==> src/rtl/spi_target.sv <==
// SPI target endpoint: synchronizes SCK/CS_N/MOSI into clk, shifts frames in and out in
// any CPOL/CPHA mode, with a one-entry transmit buffer and a one-cycle receive strobe.
module spi_target #(
  parameter int DATA_W      = 8,
  parameter int SYNC_STAGES = 2
) (
  input  logic              clk,
  input  logic              rst_n,
  input  logic              cfg_cpol_i,
  input  logic              cfg_cpha_i,
  input  logic              cfg_lsb_first_i,
  input  logic              sck_i,
  input  logic              cs_n_i,
  input  logic              mosi_i,
  output logic              miso_o,
  output logic              miso_oe_o,
  input  logic [DATA_W-1:0] tx_data_i,
  input  logic              tx_valid_i,
  output logic              tx_ready_o,
  output logic [DATA_W-1:0] rx_data_o,
  output logic              rx_valid_o,
  output logic              tx_underrun_o,
  output logic              frame_err_o,
  output logic              busy_o
);

  localparam int TXC_W = $clog2(DATA_W + 1);
  localparam int RXC_W = $clog2(DATA_W);

  typedef enum logic {IDLE, ACTIVE} state_t;

  state_t state_q, state_d;

  logic [SYNC_STAGES-1:0] sck_sync, cs_sync, mosi_sync;
  logic                   sck_d, cs_d;
  logic                   sck_s, cs_s, mosi_s;

  logic                   cpol_q, cpha_q, lsb_q;
  logic [DATA_W-1:0]      rx_sr, rx_next, rx_data_q;
  logic [RXC_W-1:0]       rx_cnt;
  logic [DATA_W-1:0]      tx_sr;
  logic [TXC_W-1:0]       tx_cnt;
  logic [DATA_W-1:0]      buf_q, load_word;
  logic                   buf_full;
  logic                   miso_q, rx_valid_q, underrun_q, frame_err_q;

  logic cs_fall, cs_rise, sck_edge, lead_edge, trail_edge;
  logic activate, deactivate, sample_en, shift_en, tx_reload, tx_take;

  function automatic logic first_bit(input logic [DATA_W-1:0] w, input logic lsb);
    return lsb ? w[0] : w[DATA_W-1];
  endfunction

  function automatic logic [DATA_W-1:0] drop_bit(input logic [DATA_W-1:0] w, input logic lsb);
    return lsb ? (w >> 1) : (w << 1);
  endfunction

  // CS syncs reset to deselected so a CS held low through reset still yields a select edge.
  always_ff @(posedge clk or negedge rst_n) begin
    if (!rst_n) begin
      sck_sync  <= '0;
      cs_sync   <= '1;
      mosi_sync <= '0;
      sck_d     <= 1'b0;
      cs_d      <= 1'b1;
    end else begin
      // NOTE: sequential state uses <= so every flop samples the pre-edge values.
      sck_sync  <= {sck_sync[SYNC_STAGES-2:0], sck_i};
      cs_sync   <= {cs_sync[SYNC_STAGES-2:0], cs_n_i};
      mosi_sync <= {mosi_sync[SYNC_STAGES-2:0], mosi_i};
      sck_d     <= sck_s;
      cs_d      <= cs_s;
    end
  end

  assign sck_s  = sck_sync[SYNC_STAGES-1];
  assign cs_s   = cs_sync[SYNC_STAGES-1];
  assign mosi_s = mosi_sync[SYNC_STAGES-1];

  assign cs_fall    = cs_d & ~cs_s;
  assign cs_rise    = ~cs_d & cs_s;
  assign sck_edge   = sck_s ^ sck_d;
  assign lead_edge  = sck_edge & (sck_d == cpol_q);
  assign trail_edge = sck_edge & (sck_s == cpol_q);

  always_ff @(posedge clk or negedge rst_n) begin
    if (!rst_n) state_q <= IDLE;
    else        state_q <= state_d;
  end

  always_comb begin
    // NOTE: defaults first keep every path assigned, so no latches are inferred.
    state_d    = state_q;
    activate   = 1'b0;
    deactivate = 1'b0;
    case (state_q)
      IDLE:    if (cs_fall) begin state_d = ACTIVE; activate = 1'b1; end
      ACTIVE:  if (cs_rise) begin state_d = IDLE; deactivate = 1'b1; end
      default: state_d = IDLE;
    endcase
  end

  // Deselect wins over any SCK edge seen in the same cycle.
  assign sample_en = (state_q == ACTIVE) & ~cs_rise & (cpha_q ? trail_edge : lead_edge);
  assign shift_en  = (state_q == ACTIVE) & ~cs_rise & (cpha_q ? lead_edge : trail_edge);
  assign tx_reload = shift_en & (tx_cnt == TXC_W'(DATA_W));
  assign tx_take   = activate | tx_reload;
  assign load_word = buf_full ? buf_q : '0;
  assign rx_next   = lsb_q ? {mosi_s, rx_sr[DATA_W-1:1]} : {rx_sr[DATA_W-2:0], mosi_s};

  // A word offered while empty is kept even if a reload drains the (empty) buffer that cycle.
  always_ff @(posedge clk or negedge rst_n) begin
    if (!rst_n) begin
      buf_q    <= '0;
      buf_full <= 1'b0;
    end else begin
      if (tx_take) buf_full <= 1'b0;
      if (tx_valid_i && !buf_full) begin
        buf_q    <= tx_data_i;
        buf_full <= 1'b1;
      end
    end
  end

  // tx_cnt counts bits already presented; reaching DATA_W means the next shift edge reloads.
  always_ff @(posedge clk or negedge rst_n) begin
    if (!rst_n) begin
      cpol_q      <= 1'b0;
      cpha_q      <= 1'b0;
      lsb_q       <= 1'b0;
      rx_sr       <= '0;
      rx_cnt      <= '0;
      rx_data_q   <= '0;
      rx_valid_q  <= 1'b0;
      tx_sr       <= '0;
      tx_cnt      <= '0;
      miso_q      <= 1'b0;
      underrun_q  <= 1'b0;
      frame_err_q <= 1'b0;
    end else begin
      rx_valid_q  <= 1'b0;
      underrun_q  <= 1'b0;
      frame_err_q <= 1'b0;
      if (activate) begin
        cpol_q     <= cfg_cpol_i;
        cpha_q     <= cfg_cpha_i;
        lsb_q      <= cfg_lsb_first_i;
        rx_cnt     <= '0;
        underrun_q <= ~buf_full;
        if (cfg_cpha_i) begin
          tx_sr  <= load_word;
          tx_cnt <= '0;
          miso_q <= 1'b0;
        end else begin
          miso_q <= first_bit(load_word, cfg_lsb_first_i);
          tx_sr  <= drop_bit(load_word, cfg_lsb_first_i);
          tx_cnt <= TXC_W'(1);
        end
      end else if (deactivate) begin
        miso_q      <= 1'b0;
        rx_cnt      <= '0;
        tx_cnt      <= '0;
        frame_err_q <= (rx_cnt != '0);
      end else begin
        if (sample_en) begin
          rx_sr <= rx_next;
          if (rx_cnt == RXC_W'(DATA_W - 1)) begin
            rx_data_q  <= rx_next;
            rx_valid_q <= 1'b1;
            rx_cnt     <= '0;
          end else begin
            rx_cnt <= rx_cnt + RXC_W'(1);
          end
        end
        if (shift_en) begin
          if (tx_reload) begin
            underrun_q <= ~buf_full;
            miso_q     <= first_bit(load_word, lsb_q);
            tx_sr      <= drop_bit(load_word, lsb_q);
            tx_cnt     <= TXC_W'(1);
          end else begin
            miso_q <= first_bit(tx_sr, lsb_q);
            tx_sr  <= drop_bit(tx_sr, lsb_q);
            tx_cnt <= tx_cnt + TXC_W'(1);
          end
        end
      end
    end
  end

  assign miso_o        = miso_q;
  assign miso_oe_o     = (state_q == ACTIVE);
  assign busy_o        = (state_q == ACTIVE);
  assign tx_ready_o    = ~buf_full;
  assign rx_data_o     = rx_data_q;
  assign rx_valid_o    = rx_valid_q;
  assign tx_underrun_o = underrun_q;
  assign frame_err_o   = frame_err_q;

endmodule

==> config.mk <==
export PLATFORM = sky130hd
export DESIGN_NAME = spi_target
export DESIGN_NICKNAME = d
export VERILOG_FILES = /design/src/rtl/spi_target.sv
export SDC_FILE = /design/constraint.sdc
export NUM_CORES = 1
export LEC_CHECK = 0
export CAP_MARGIN = 20
export CORE_MARGIN = 3
export CORE_UTILIZATION = 50
export CTS_CLUSTER_SIZE = 24
export DETAILED_ROUTE_END_ITERATION = 8
export HOLD_SLACK_MARGIN = 0.02
export MAX_ROUTING_LAYER = met4
export PLACE_DENSITY = 0.72
export SKIP_CTS_REPAIR_TIMING = 1
export SYNTH_ARGS = -nofsm -noshare
export SYNTH_HDL_FRONTEND = slang
export SYNTH_SLANG_ARGS = --single-unit
==> constraint.sdc <==
create_clock -name clk -period 2.3 [get_ports clk]
set_input_delay 0.23 -clock clk [delete_from_list [all_inputs] [get_ports clk]]
set_output_delay 0.23 -clock clk [all_outputs]
set_load 0.05 [all_outputs]
=== Word-level counts from Yosys, hierarchy flattened ===
Index checks and enable logic that the tools add are counted.

* Input bits: 17
* Logic and storage cells: 101
* Output and inout bits: 15
* Register bits: 56

* Equality and inequality tests: 5
* Muxes and demuxes: 47
* Bitwise gates (word level): 17
* Add/subtract/negate cells: 2
* Reduce and logical (&&, ||, !) cells: 10

{| class="wikitable"
|+ Operators with widths
! kind !! count
|-
| two-way mux 8 bit || 10
|-
| two-way mux 1 bit || 28
|-
| two-way mux 4 bit || 4
|-
| two-way mux 3 bit || 4
|-
| nonzero test 3 bit || 3
|-
| bitwise AND 1 bit || 8
|-
| inverter 1 bit || 7
|-
| adder 4 x 1 -> 4 bit, second input constant || 1
|-
| equality test 4 bit, second input constant || 1
|-
| AND reduction 4 bit || 1
|-
| nonzero test 2 bit || 2
|-
| adder 3 x 1 -> 3 bit, second input constant || 1
|-
| equality test 3 bit, second input constant || 1
|-
| AND reduction 3 bit || 1
|-
| equality test 1 bit || 2
|-
| inequality test 2 bit, second input constant || 1
|-
| case mux 1 bit (2 select lines) || 1
|-
| AND reduction 2 bit || 1
|-
| logical AND 1 bit || 1
|-
| logical NOT 1 bit || 1
|-
| OR 1 bit || 1
|-
| XOR 1 bit || 1
|}

=== Depth between registers and ports, before layout ===
Gate-level depths: netlist (run 1).

* Depth after elaboration: 10
* Mapped depth: 7

=== Worst setup path after synthesis (run 1) ===
OpenSTA, ideal clock, no wires.

* Path kind: register to register
* Start: register state_q, in the netlist busy_o
* End: register miso_q, in the netlist miso_o
* Setup time: 0.134 ns
* Arrival: 1.742 ns
* Cell stages (with the launch flop): 7
* Clock period less this slack: 1.876 ns
* Setup slack: 0.424 ns
* Buffers on the path: 2
* Path through: dfrtp_1 or3b_1 clkbuf_1 and2_0 clkbuf_1 a221oi_1 a21oi_1

* Cells in the longest elaborated chain, start to end: 7
* Elaborated cells between the ends (all ways): 10

{| class="wikitable"
|+ Ends and longest elaborated chain
! element !! RTL line !! RTL
|-
| start, declared || 32 || <nowiki>state_t state_q, state_d;</nowiki>
|-
| start signal, assigned || 88 || <nowiki>else state_q <= state_d;</nowiki>
|-
| bitwise AND 1 bit (2 in a row) || 105 || <nowiki>assign shift_en = (state_q == ACTIVE) & ~cs_rise & (cpha_q ? lead_edge : trail_edge);</nowiki>
|-
| bitwise AND 1 bit || 106 || <nowiki>assign tx_reload = shift_en & (tx_cnt == TXC_W'(DATA_W));</nowiki>
|-
| two-way mux 1 bit || 176 || <nowiki>if (tx_reload) begin</nowiki>
|-
| two-way mux 1 bit || 175 || <nowiki>if (shift_en) begin</nowiki>
|-
| two-way mux 1 bit || 159 || <nowiki>end else if (deactivate) begin</nowiki>
|-
| two-way mux 1 bit || 144 || <nowiki>if (activate) begin</nowiki>
|-
| end signal, assigned || 155 || <nowiki>miso_q <= first_bit(load_word, cfg_lsb_first_i);</nowiki>
|-
| end signal, assigned || 178 || <nowiki>miso_q <= first_bit(load_word, lsb_q);</nowiki>
|-
| end signal, assigned || 182 || <nowiki>miso_q <= first_bit(tx_sr, lsb_q);</nowiki>
|-
| end, declared || 45 || <nowiki>logic miso_q, rx_valid_q, underrun_q, frame_err_q;</nowiki>
|}

Several ways; a longest one is shown, not always the timed one. The select of a mux whose other input is x is not followed.
A chain may end at the register's enable or synchronous reset.

=== Worst setup path after layout (run 1) ===
* Start: register buf_full
* End: output tx_ready_o

* Cells in the longest elaborated chain, start to end: 1

{| class="wikitable"
|+ Ends and longest elaborated chain
! element !! RTL line !! RTL
|-
| start, declared || 44 || <nowiki>logic buf_full;</nowiki>
|-
| start signal, assigned || 115 || <nowiki>buf_full <= 1'b0;</nowiki>
|-
| start signal, assigned || 117 || <nowiki>if (tx_take) buf_full <= 1'b0;</nowiki>
|-
| start signal, assigned || 120 || <nowiki>buf_full <= 1'b1;</nowiki>
|-
| inverter 1 bit || 194 || <nowiki>assign tx_ready_o = ~buf_full;</nowiki>
|-
| end, declared || 19 || <nowiki>output logic tx_ready_o,</nowiki>
|}

Every way passes these cells.

==> impl_metrics.yaml, run 1 <==
sta:
  max-slew-margin-rel: 0.566
  period_needed_ns: 2.10
  tightest_slew_ns: 0.649
  final_max_slew_viol_count: 0
  fin_setup_tns_ns: 0
  fin_ws_ns: 0.204
  fin_skew_ns: 0.00474
  whs_ns: 0.307
  rsz0062_at_grt: "no"
  fmax_mhz: 477
  finalCritPeriodShare: 0.911
  hold_viol_final: 0
  setup_viol: 0
worst_setup_path:
  crit_type: "flop to output pin"
  r2r-start: "lsb_q"
  r2r_cells: 4
  r2r_slack_ns: 0.42
  r2r_end: "tx_sr[5]"
  cp.required_ns: 2.07
  start_kind: "flop"
  crit_fanout: 13
  critPathLaunch: "buf_full"
  worst_ep_arrival_time_ns: 1.87
  endpoint_kind: "output pin"
final_layout:
  area_delta_synth_final_pct: 16.8
  nets: 296
  fillers: 457
  instances_no_fill: 347
  drive_gt1_frac: 0.255
  post-route-util: 0.609
  design_area_sq_mm: 0.00337
  antenna_cells: 0
clocking:
  path_clk_slew_ns: 0.11
  clk-insertion-delay-late_ns: 0.32
  cts_buffers: 5
  htreeDepth: 2
  clock-sinks: 56
  cts_tree: "built"
  clockBufferDepth: 2
  cts-root-buf: "clkbuf_8"
yosys:
  synth-seq-area-share: 0.486
  syn_inst: 245
  synth_top_area_frac: 0.459
  yosysUniqueCellTypes: 48
  ys_warn_count: 0
  synth_top_area_cell: "dfrtp_1"
  synth_edf_count: 0
  yosysMostFrequentCell: "dfrtp_1"
  synth_common_cells: "53 x dfrtp_1, 46 x mux2_2, 18 x mux2i_1"
  async_reset_ff_frac: 1.00
  synthTopCellsByArea: "dfrtp_1 46%, mux2_2 18%, mux2i_1 6.2%"
  syn_nets: 267
  syn_avg_cell_area_sq_um: 11.8
  synthFlopType: "dfrtp_1"
  synth_area_sq_mm: 0.00289
  ys_seq_elements: 56
pwr:
  power_frac_seq: 0.485
  comb_power_share: 0.340
  cellPowerDensity_mw_per_mm2: 969
  power_frac_clock: 0.175
  p_leak_nw: 1.50
  ir_worst_vdd_mv: 0.476
  p_sw_frac: 0.363
  p_switching_mw: 1.19
  design_power_total_mw: 3.27
  internal_power_mw: 2.08
global_route:
  overflow: 0
  grt_max_degree: 57
  antenna_found_initial: 0
  grt_pass1_vias: 1977
  track_usage: 0.196
  grt_pass1_wl_microns: 9830
floorplan:
  die_w_microns: 82.0
  fp.dieH_microns: 82.0
  core_sq_mm: 0.00554
  ios: 32
  rows: 27
  die_area_sq_mm: 0.00673
  initial_utilization: 0.522
hold_path:
  holdPathStages: 1
  worstHoldEndpoint: "cs_sync[0]"
  min_path_type: "input port to flop"
  min-delay-start: "cs_n_i"
detailed_routing:
  routed_wl_microns: 5600
  dr.pass1.iters: 4
  num_vias: 1958
  vias_per_cell: 5.64
  drt_iter0_markers: 68
  wl_per_cell_microns: 16.1
  ant_nets: 0
  remaining_drc_errors: 0
flow_run:
  cap_violations: 0
placement:
  placed_area_sq_mm: 0.00327
  gp_congestion: 0.795
  pre_cts_slack_ns: 0.326
  numPlacedInstances: 338
  io_buffer_count: 31
  hpwlAfterDp_microns: 3890
run_status:
  status: "finished clean"
[routing by layer]
| layer | wire length (microns) | up-vias | GRT usage |
|---|---|---|---|
| li1 | - | 949 | - |
| met4 | 82 | 0 | 0.0631 |
| met2 | 2590 | 35 | 0.287 |
| met1 | 2690 | 965 | 0.273 |
| met3 | 236 | 9 | 0.0417 |
| met5 | 0 | - | - |
[worst max path at each step]
stage	to	depth (start not counted)
2_1_floorplan	miso_o	6
3_3_place_gp	tx_sr[4]	5
3_5_place_dp	tx_sr[4]	5
4_1_cts	tx_ready_o	2
5_1_grt	tx_ready_o	2
6_report	tx_ready_o	2
[power groups by stage]
stage / registers [mW] / logic, mW / clock network (mW)
final: 1.58 / 1.11 / 0.572
after global routing: 1.64 / 1.24 / 0.631
after CTS: 1.58 / 1.12 / 0.589
after detailed placement: 1.60 / 1.12 / 0
after global placement: 1.60 / 1.08 / 0
after floorplan: 1.49 / 0.888 / 0
[cells in the final DEF, fill, tap and decap left out, drive strengths merged, types with 2 or more instances in the layout]
cell,n
dfrtp,53
mux2,46
clkdlybuf4s50,30
mux2i,19
nand2,16
a21oi,13
nor2,11
inv,8
buf,8
a2111oi,6
a211o,6
ha,5
clkbuf,5
nand3,4
and2,4
o21ai,4
nand3b,3
dfstp,3
nor3b,3
nand2b,2
and2b,2
o211ai,2
o31ai,2
[flip-flops by register name (all words and copies together), names as in the netlist]
signal         count
buf_full           1
buf_q              8
busy_o             1
cpha_q             1
cpol_q             1
cs_d               1
cs_sync            2
frame_err_o        1
lsb_q              1
miso_o             1
mosi_sync          2
rx_cnt             3
rx_data_o          8
rx_sr              8
rx_valid_o         1
sck_d              1
sck_sync           2
tx_cnt             4
tx_sr              8
tx_underrun_o      1
[logic make-up after synthesis]
kind of cell / share of synthesized area
flops: 0.486
xor+xnor: 0.00563
fa+ha+maj: 0.0216
mux: 0.246
simple gates: 0.0987
buf+inv: 0.0377
compound gates: 0.104
[area by class of cell]
cell class                      instances  area, sq um  share of cell area
Clock buffer                            5         68.8              0.0204
Clock inverter                          3         27.5             0.00816
Inverter                                7         26.3             0.00779
Multi-Input combinational cell        165         1380               0.408
Sequential cell                        56         1410               0.416
Tap cell                               72         90.1              0.0267
Timing Repair Buffer                   39          380               0.113
[critical path, stage by stage, from the launching register on]
cell	delay, ns
dfrtp_1	0.56
inv_1	0.17
clkdlybuf4s50_1	0.82
Power figures use the tool's default switching activity.
==> run 2: changes to the inputs <==
Settings changed: CORE_MARGIN 3 to 2.
==> impl_metrics.yaml, run 2 (synthesis results as in run 1) <==
final_layout:
  drive_gt1_frac: 0.255
  mostFrequentLayoutCell: "dfrtp_1"
  seqCellArea_sq_mm: 0.00141
  final_cell_mix: "53 x dfrtp_1, 46 x mux2_2, 30 x clkdlybuf4s50_1"
  nets: 296
  fillers: 487
  antenna_cells: 0
  instances_no_fill: 347
  area_delta_synth_final_pct: 16.0
  multi_input_comb_area_sq_mm: 0.00138
worst_setup_path:
  crit_type: "flop to output pin"
  worst_ep_arrival_time_ns: 1.86
  cp.required_ns: 2.07
  crit_fanout: 13
  max_stage_delay_ns: 0.81
  cp_cell_sequence: "inv_1 > clkdlybuf4s50_1"
  start_kind: "flop"
  crit_slowest_cell: "clkdlybuf4s50_1"
  endpoint_kind: "output pin"
global_route:
  overflow: 0
  track_usage: 0.200
  antenna_found_initial: 0
  grt_pass1_vias: 2039
  grt_max_degree: 57
  grt_pass1_wl_microns: 9670
floorplan:
  ios: 32
  die_area_sq_mm: 0.00640
  initial_utilization: 0.522
  rows: 27
  fp.dieH_microns: 80.0
  core_sq_mm: 0.00554
  die_w_microns: 80.0
sta:
  finalCritPeriodShare: 0.909
  fin_skew_ns: 0.00949
  max-slew-margin-rel: 0.538
  fmax_mhz: 478
  rsz0062_at_grt: "no"
  fin_setup_tns_ns: 0
  period_needed_ns: 2.09
  tightest_slew_ns: 0.693
  final_max_slew_viol_count: 0
  hold_viol_final: 0
  setup_viol: 0
detailed_routing:
  remaining_drc_errors: 0
  vias_per_cell: 5.59
  route.met3.wl_microns: 223
  drt_iter0_markers: 85
  num_vias: 1941
  wl_per_cell_microns: 16.1
  top_layer: "met4"
  met1_length_microns: 2790
  dr.pass1.iters: 4
  wl_met2_microns: 2480
  routed_wl_microns: 5580
  ant_nets: 0
clocking:
  path_clk_slew_ns: 0.09
  cts_tree: "built"
  htreeDepth: 2
  clockBufferDepth: 2
  clk-insertion-delay-late_ns: 0.32
  cts_buffers: 5
  cts-root-buf: "clkbuf_8"
  clock-sinks: 56
pwr:
  ir_worst_vdd_mv: 0.475
  cellPowerDensity_mw_per_mm2: 969
  p_leak_nw: 1.49
placement:
  numPlacedInstances: 339
  gp_congestion: 0.791
  hpwlAfterDp_microns: 3850
  io_buffer_count: 31
run_status:
  status: "finished clean"
hold_path:
  min_path_type: "input port to asynchronous set/reset pin"
flow_run:
  cap_violations: 0
## run 2: cell count changes in the layout (fill, tap and decap cells not counted)
cell           before  now
buf_12              1    0
buf_4               6    8
clkbuf_1            0    1
dlygate4sd3_1       1    0
inv_8               1    0
## run 2: layout make-up
cell class,count,area share
repair buffers,39,0.109
well taps,72,0.0269
multi-input cells,165,0.411
flip-flops and latches,56,0.419
clock inverters,2,0.00485
inverters,7,0.00784
clock buffers,6,0.0216
## run 2: final timing paths
path,startpoint,endpoint,slack (ns),cells after the start
min in group clk,cs_n_i,cs_sync[0],0.31,1
min,rst_n,tx_underrun_o,0.04,2
max reg2reg,tx_cnt[0],tx_sr[3],0.34,6
max,buf_full,tx_ready_o,0.21,2
min reg2reg,mosi_sync[0],mosi_sync[1],0.36,0
max in group asynchronous,rst_n,tx_sr[3],1.81,2
## run 2: stage by stage
step	setup WS (ns)	utilization	instance area, sq um	hold slack (ns)	power [mW]
floorplan	0.424	-	2890	-0.0656	2.38
global placement	0.369	0.589	3260	0.336	2.68
CTS	0.208	0.605	3350	0.0731	3.27
finish	0.210	0.605	3350	0.0406	3.25
global route	0.151	0.605	3350	0.123	3.46
detailed placement	0.329	0.589	3260	0.339	2.73
## run 2: worst max-delay path, delay by kind of cell (launching register included)
family / cells / cell delay, ns
buffers and inverters: 2 / 0.98
DFF: 1 / 0.56
## run 2: routing by layer
layer / track usage / vias up
met5: - / -
met4: 0.0814 / 0
met3: 0.0419 / 7
met2: 0.296 / 31
met1: 0.270 / 954
li1: - / 949
## run 2: power by group
part           switching, mW  total, mW  internal [mW]
Combinational          0.507       1.12          0.614
Sequential             0.340       1.59           1.25
Clock                  0.323      0.540          0.217
Total                   1.17       3.25           2.08
